`config.mk`:
```
export PLATFORM = sky130hd
export DESIGN_NAME = bless_inject_queue
export DESIGN_NICKNAME = d
export VERILOG_FILES = /design/src/rtl/bless_inject_queue.sv
export SDC_FILE = /design/constraint.sdc
export NUM_CORES = 1
export LEC_CHECK = 0
export ABC_AREA = 1
export BUFFER_PORTS_ARGS = -buffer_cell sky130_fd_sc_hd__buf_2
export CORE_ASPECT_RATIO = 0.75
export CORE_UTILIZATION = 35
export DETAILED_ROUTE_END_ITERATION = 10
export PLACE_DENSITY = 0.51
export SLEW_MARGIN = 10
export SYNTH_ARGS = -nofsm -noshare
export SYNTH_HDL_FRONTEND = slang
export SYNTH_SLANG_ARGS = --single-unit
```
`constraint.sdc`:
```
create_clock -name clk -period 6.9 [get_ports clk]
set_input_delay 1.38 -clock clk [delete_from_list [all_inputs] [get_ports clk]]
set_output_delay 1.38 -clock clk [all_outputs]
set_load 0.01 [all_outputs]
```
`src/rtl/bless_inject_queue.sv`:
```
// bless_inject_queue
// Local injection stage sitting in front of the BLESS router's local input.
// Flits from the core/NI are buffered in a small register FIFO. The head flit
// is offered to the router only when at least one of the four network inputs
// is idle. A bufferless router can then always give the injected flit an
// output port. A saturating counter tracks how long a non-empty queue has been
// blocked, and a registered flag raises once that reaches the threshold.

module bless_inject_queue #(
    parameter int DW        = 64,
    parameter int VALID_BIT = 63,
    parameter int DEPTH     = 4,
    parameter int CNT_W     = 8,
    parameter int STARVE_TH = 32
) (
    input  logic                       clk,
    input  logic                       reset,
    input  logic [DW-1:0]              core_flit,
    input  logic                       core_valid,
    output logic                       core_ready,
    input  logic [3:0]                 net_valid,
    output logic [DW-1:0]              dinLocal,
    output logic                       inj_fire,
    output logic [$clog2(DEPTH):0]     occupancy,
    output logic [CNT_W-1:0]           starve_cnt,
    output logic                       starve
);

    localparam int AW = $clog2(DEPTH);
    localparam logic [AW:0]      FULL_OCC = (AW+1)'(DEPTH);
    localparam logic [AW-1:0]    PTR_ONE  = AW'(1);
    localparam logic [AW:0]      OCC_ONE  = (AW+1)'(1);
    localparam logic [CNT_W-1:0] CNT_MAX  = '1;

    // Storage and state registers
    logic [DW-1:0]    mem [DEPTH];
    logic [AW-1:0]    wr_ptr;
    logic [AW-1:0]    rd_ptr;
    logic [AW:0]      occ;
    logic [CNT_W-1:0] cnt_q;
    logic             starve_q;

    // Combinational helpers
    logic             all_busy;
    logic             push;
    logic             pop;
    logic [AW:0]      occ_next;
    logic [CNT_W-1:0] cnt_next;
    logic [DW-1:0]    head_flit;

    // Injection is allowed only when some network input is idle, so the
    // router keeps a free output. Nothing is injected while reset is held,
    // even if stale occupancy is still sitting in the registers.
    always_comb begin
        all_busy  = &net_valid;
        inj_fire  = !reset && (occ != '0) && !all_busy;
        pop       = inj_fire;
        core_ready = !reset && ((occ < FULL_OCC) || inj_fire);
        push      = core_valid && core_ready;
    end

    // Present the head flit with its valid flag forced on. Otherwise drive
    // all-zero, so the router sees an empty local port.
    always_comb begin
        head_flit = mem[rd_ptr];
        dinLocal  = '0;
        if (inj_fire) begin
            dinLocal            = head_flit;
            dinLocal[VALID_BIT] = 1'b1;
        end
    end

    // Next occupancy: a simultaneous push and pop leaves the count unchanged
    always_comb begin
        occ_next = occ;
        case ({push, pop})
            2'b10:   occ_next = occ + OCC_ONE;
            2'b01:   occ_next = occ - OCC_ONE;
            default: occ_next = occ;
        endcase
    end

    // Starvation counter: counts blocked cycles of a non-empty queue and
    // saturates instead of wrapping; any injection or an empty queue clears it
    always_comb begin
        cnt_next = '0;
        if ((occ != '0) && !inj_fire) begin
            cnt_next = (cnt_q == CNT_MAX) ? cnt_q : cnt_q + 1'b1;
        end
    end

    // Flit storage; data registers need no reset because occupancy gates use
    always_ff @(posedge clk) begin
        if (push) begin
            mem[wr_ptr] <= core_flit;
        end
    end

    // Pointer, occupancy and starvation state with synchronous reset
    always_ff @(posedge clk) begin
        if (reset) begin
            wr_ptr   <= '0;
            rd_ptr   <= '0;
            occ      <= '0;
            cnt_q    <= '0;
            starve_q <= 1'b0;
        end else begin
            if (push) begin
                wr_ptr <= wr_ptr + PTR_ONE;
            end
            if (pop) begin
                rd_ptr <= rd_ptr + PTR_ONE;
            end
            occ      <= occ_next;
            cnt_q    <= cnt_next;
            starve_q <= (32'(cnt_next) >= 32'(STARVE_TH));
        end
    end

    assign occupancy  = occ;
    assign starve_cnt = cnt_q;
    assign starve     = starve_q;

endmodule
```
==> results of run 1 <==
critical path: stages:
cell and delay (ps):
buf_2 130, inv_2 140, nand2_2 110, nor2_4 670, buf_12 320, nand2_1 90
inv_1 90, buf_2 130
cells in the mapped netlist (2+ instances only):
cell	instances	area, um^2
clkbuf_1	17	63.8
a21oi_1	7	35.0
edfxtp_1	252	7570
o21ai_0	105	526
nand2_1	92	345
dfxtp_1	18	360
buf_4	7	52.6
clkbuf_2	2	10.0
ha_1	6	75.1
buf_6	8	90.1
nor2_1	213	800
buf_2	14	70.1
nor2_4	2	22.5
nand3_1	8	40.0
xor2_1	3	26.3
o21ai_1	90	450
inv_2	4	15.0
inv_1	82	308
area by class of cell:
type | instances | share of cell area, %
Antenna cell | 4 | 0.0772
Clock buffer | 44 | 6.26
Clock inverter | 8 | 1.25
Inverter | 87 | 2.56
Multi-Input combinational cell | 532 | 18.6
Sequential cell | 270 | 61.2
Tap cell | 399 | 3.85
Timing Repair Buffer | 155 | 6.23
through the flow:
step | cell area (um^2) | total power (W) | utilization, % | cells
2_1_floorplan | 10900 | 0.00228 | - | 938
3_3_place_gp | 12000 | 0.00246 | 39.4 | 1443
3_5_place_dp | 12000 | 0.00246 | 39.4 | 1443
4_1_cts | 13000 | 0.00406 | 42.6 | 1495
5_1_grt | 13000 | 0.00419 | 42.6 | 1496
6_report | 13000 | 0.00399 | 42.6 | 1499
layout by cell type (no fill, tap or decap), types with 2 or more instances in the layout:
cell / count
edfxtp_1: 252
nor2_1: 209
buf_2: 147
o21ai_0: 105
nand2_1: 92
o21ai_1: 90
inv_1: 82
clkbuf_16: 29
dfxtp_1: 16
clkbuf_1: 12
nand3_1: 8
a21oi_1: 7
buf_4: 7
nor2_4: 6
ha_1: 6
bufinv_16: 5
diode_2: 4
inv_2: 4
xor2_1: 3
clkbuf_8: 3
dfxtp_4: 2
clkinv_1: 2
power groups by stage:
stage	clock (W)	combinational, W	sequential (W)
2_1_floorplan	0	0.000394	0.00188
3_3_place_gp	0	0.000550	0.00191
3_5_place_dp	0	0.000554	0.00191
4_1_cts	0.00163	0.000555	0.00187
5_1_grt	0.00168	0.000623	0.00188
6_report	0.00158	0.000538	0.00187
layer usage:
| layer | track usage, % | wire (um) | up-vias | share of wire (%) |
|---|---|---|---|---|
| met3 | 3.18 | 1240 | 37 | 5.3 |
| met1 | 19.9 | 11000 | 3200 | 47 |
| li1 | - | - | 3464 | - |
| met2 | 24.6 | 10700 | 129 | 46 |
| met4 | 3.50 | 455 | 6 | 1.9 |
| met5 | 0 | 44 | - | 0.19 |
worst max path at each step:
stage	endpoint	slack (ps)	cells after the start
after detailed placement	dinLocal[3]	2320	8
after floorplan	mem[0][0]	2010	5
after global placement	dinLocal[3]	2330	8
final	dinLocal[53]	2430	8
after CTS	dinLocal[3]	2320	8
after global routing	dinLocal[53]	2210	8
kinds of logic after synthesis:
family | count (synthesis) | share of synthesized area [%]
flops | 270 | 72.5
fa+ha+maj | 7 | 0.869
buf+inv | 136 | 5.79
xor+xnor | 3 | 0.240
compound gates | 203 | 9.31
simple gates | 319 | 11.3
registers in the layout (all words and copies together) (netlist names), named ones only:
signal,cells
occupancy,3
wr_ptr,2
starve_cnt,8
rd_ptr,2
starve,1
mem,252
==> qor.yml, run 1 <==
outcome: "complete, no violations"
port_buffers: 147
multi_input_area_um2: 2410
via_per_inst: 4.56
initial_core_util_pct: 36.0
min_from: "rd_ptr[1]"
dr.pass1.iters: 4
gp_congestion: 0.750
area_growth_syn_to_layout_pct: 18.5
slew_headroom_pct: 31.3
syn_inst: 938
wirelength_mm: 23.4
async_reset_ff_share_pct: 0
drcViolationCount: 0
nets: 1152
start_kind: "input pin"
clk_latency_ps: 530
cts_root_buf: "clkbuf_16"
end_kind: "output port"
ir_drop_uv: 210
path_clk_slew_ps: 60
p_sw_share_pct: 24.8
synthDistinctLibCells: 26
p_clk_share_pct: 39.7
reg2reg_depth: 4
dr_total_vias: 6836
hold_buffers: 0
drive_above_1_share_pct: 19.1
fin_crit_ps: 4470
postCtsSetupBuffers: 0
tritoncts: "done"
p_int_w: 0.00300
synthesis.nets: 1016
p_per_area_nw_per_um2: 308
pwr-share-seq_pct: 46.9
synth_area_um2: 10900
setup_violations: 0
p_switching_w: 0.000992
ff2ff_setup_slack_ps: 4270
core_area_um2: 30400
cp-startpoint: "reset"
hold_viol_final: 0
min_path_type: "register to register"
final_max_slew_viol_count: 0
fillers: 2905
pre_cts_ws_ps: 2320
hold_ws_ps: 497
skew_ps: 9.27
avgSynthCellArea_um2: 11.7
ctsResizeCount: 0
boundaryPins: 149
p_leak_nw: 5.20
antenna_found_initial: 6
cap_violations: 0
synthFlopType: "edfxtp_1"
rsz0062_at_grt: "false"
power_frac_comb_pct: 13.5
antenna_left: 0
register_area_um2: 7940
r2r-start: "occupancy[2]"
wl_per_cell_um: 15.6
grt-ovfl-total: 0
dieArea_um2: 32000
required_ps: 5520
worstPathMaxFanout: 41
die_h_um: 155
cts_buffers: 28
grt_max_degree: 127
ys_seq_area_share_pct: 72.5
finalSetupTns_ps: 0
synth-seq-cells: 270
finalCritPeriodShare_pct: 64.8
worst_pin_slew_ps: 1030
h-tree-depth: 1
hold_depth: 2
layout_setup_ws_ps: 2430
synth-edff-count: 252
synth_warnings: 0
reg2reg_to: "mem[2][58]"
track_usage_pct: 14.8
arrival_ps: 3090
path_class: "input pin to output port"
grt_first_pass_wirelength_mm: 36.9
drt_iter0_markers: 318
hpwl_mm: 12.6
rows: 55
die_w_um: 206
cts.sinks: 270
cts_buffer_depth: 3
fmax_mhz: 224
first_global_vias: 6837
(Power assumes the default switching activity.)
==> run 2: changes to the inputs <==
==> constraint.sdc (replaced) <==
create_clock -name clk -period 4.4 [get_ports clk]
set_input_delay 0.88 -clock clk [delete_from_list [all_inputs] [get_ports clk]]
set_output_delay 0.88 -clock clk [all_outputs]
set_load 0.01 [all_outputs]
==> run 2 against run 1 <==
Routed wire length grew 1.7%. Highest routed layer unchanged. Sequential share of layout area fell by 0.25 points. Global-route usage is 0.20 points higher. Worst setup slack got worse by 1400 ps. Critical path depth decreased by 1. Clock skew up 4.9 ps. Design area increased by 0.41%. Via count rose by 1.1%. Largest cell class unchanged. Die area stayed put. Worst hold slack better by 11 ps. Combinational power is 63% higher. Sequential power up 57%.
==> qor.yml, run 2 (same netlist as run 1, synthesis figures left out) <==
outcome: "complete, no violations"
wirelength_mm: 23.8
drive_above_1_share_pct: 19.7
die_h_um: 155
fmax_mhz: 294
h-tree-depth: 1
layout_setup_ws_ps: 999
p_leak_nw: 5.23
skew_ps: 14.1
track_usage_pct: 15.0
tritoncts: "done"
gp_congestion: 0.705
hold_buffers: 0
setup_violations: 0
grt-ovfl-total: 0
hold_viol_final: 0
rsz0062_at_grt: "false"
required_ps: 3520
crit_path_max_incr_delay_ps: 480
crit_chain: "inv_6 > buf_4 > nor2_1 > o21ai_0 > nand2_1 > inv_1 > buf_2"
min_from: "rd_ptr[1]"
dr_total_vias: 6913
initial_core_util_pct: 36.0
core_area_um2: 30400
first_global_vias: 6612
cts_buffers: 28
wl_per_cell_um: 15.8
pre_cts_ws_ps: 1070
path_delay_family: "buffers and inverters"
dieArea_um2: 32000
arrival_ps: 2520
worst_pin_slew_ps: 680
dr.pass1.iters: 4
top_register: "mem"
fin_crit_ps: 3400
nets: 1161
end_kind: "output port"
cap_violations: 0
slew_headroom_pct: 54.6
p_per_area_nw_per_um2: 470
final_cell_mix: "edfxtp_1, nor2_1, buf_2"
start_kind: "register"
path_class: "register to output port"
via_per_inst: 4.59
ir_drop_uv: 313
ctsResizeCount: 0
min_path_type: "register to register"
grt_first_pass_wirelength_mm: 37.1
boundaryPins: 149
largest_reg_flops: 252
final_common_cell: "edfxtp_1"
die_w_um: 206
finalCritPeriodShare_pct: 77.3
cts_buffer_depth: 3
path_clk_slew_ps: 60
cts.sinks: 270
drcViolationCount: 0
rows: 55
r2r-start: "occupancy[2]"
clk_latency_ps: 540
area_growth_syn_to_layout_pct: 19.0
cp_slowest_cell: "dfxtp_4"
cts_root_buf: "clkbuf_16"
drt_iter0_markers: 362
worstPathMaxFanout: 62
final_max_slew_viol_count: 0
antenna_left: 0
port_buffers: 147
finalSetupTns_ps: 0
grt_max_degree: 63
postCtsSetupBuffers: 0
hpwl_mm: 13.9
antenna_found_initial: 6
cp.buffers_inverters: 4
run 2: changes by cell type in the layout (fill, tap and decap cells not counted), sizes merged:
| cell | previous run | this run |
|---|---|---|
| clkbuf | 44 | 43 |
| clkinv | 3 | 6 |
| diode | 4 | 2 |
| bufinv | 5 | 2 |
| buf | 155 | 164 |
| clkinvlp | 0 | 1 |
run 2: tightest hold or removal path, cell delays in order (launching register included):
cell and delay, ps:
dfxtp_1 320, o21ai_0 70, a21oi_1 80
run 2: final timing paths:
path | to | slack, ps | cells after the start
setup / recovery | dinLocal[4] | 1000 | 7
hold / removal | register | 510 | 2
setup reg to reg | occupancy[2] | 1890 | 12
hold reg to reg | register | 510 | 2
run 2: through the flow:
| stage | power [W] | hold WS [ps] | area, um^2 | utilization, % | cells |
|---|---|---|---|---|---|
| 2_1_floorplan | 0.00357 | 468 | 10900 | - | 938 |
| 3_3_place_gp | 0.00388 | 485 | 12100 | 39.8 | 1452 |
| 3_5_place_dp | 0.00389 | 496 | 12100 | 39.8 | 1452 |
| 4_1_cts | 0.00621 | 506 | 13000 | 42.8 | 1504 |
| 5_1_grt | 0.00642 | 526 | 13000 | 42.8 | 1504 |
| 6_report | 0.00612 | 508 | 13000 | 42.8 | 1506 |
run 2: area by class of cell:
class,count,area (um^2)
fillers,2886,17400
inverters,87,332
clock buffers,43,808
flip-flops and latches,270,7940
multi-input cells,532,2410
well taps,399,499
diodes,2,5.00
clock inverters,9,93.8
repair buffers,164,938
run 2: power breakdown:
group          total (W)  internal (W)  switching, W
Clock            0.00231       0.00137      0.000932
Combinational   0.000877      0.000298      0.000579
Sequential       0.00293       0.00288     0.0000538
Total            0.00612       0.00455       0.00157
run 2: routing by layer:
layer | global-route usage, % | up-vias | wire length, um
met5 | 0 | - | 39
met2 | 24.0 | 151 | 10900
met3 | 3.77 | 42 | 1300
met4 | 3.64 | 6 | 476
met1 | 20.6 | 3233 | 11100
li1 | - | 3481 | -
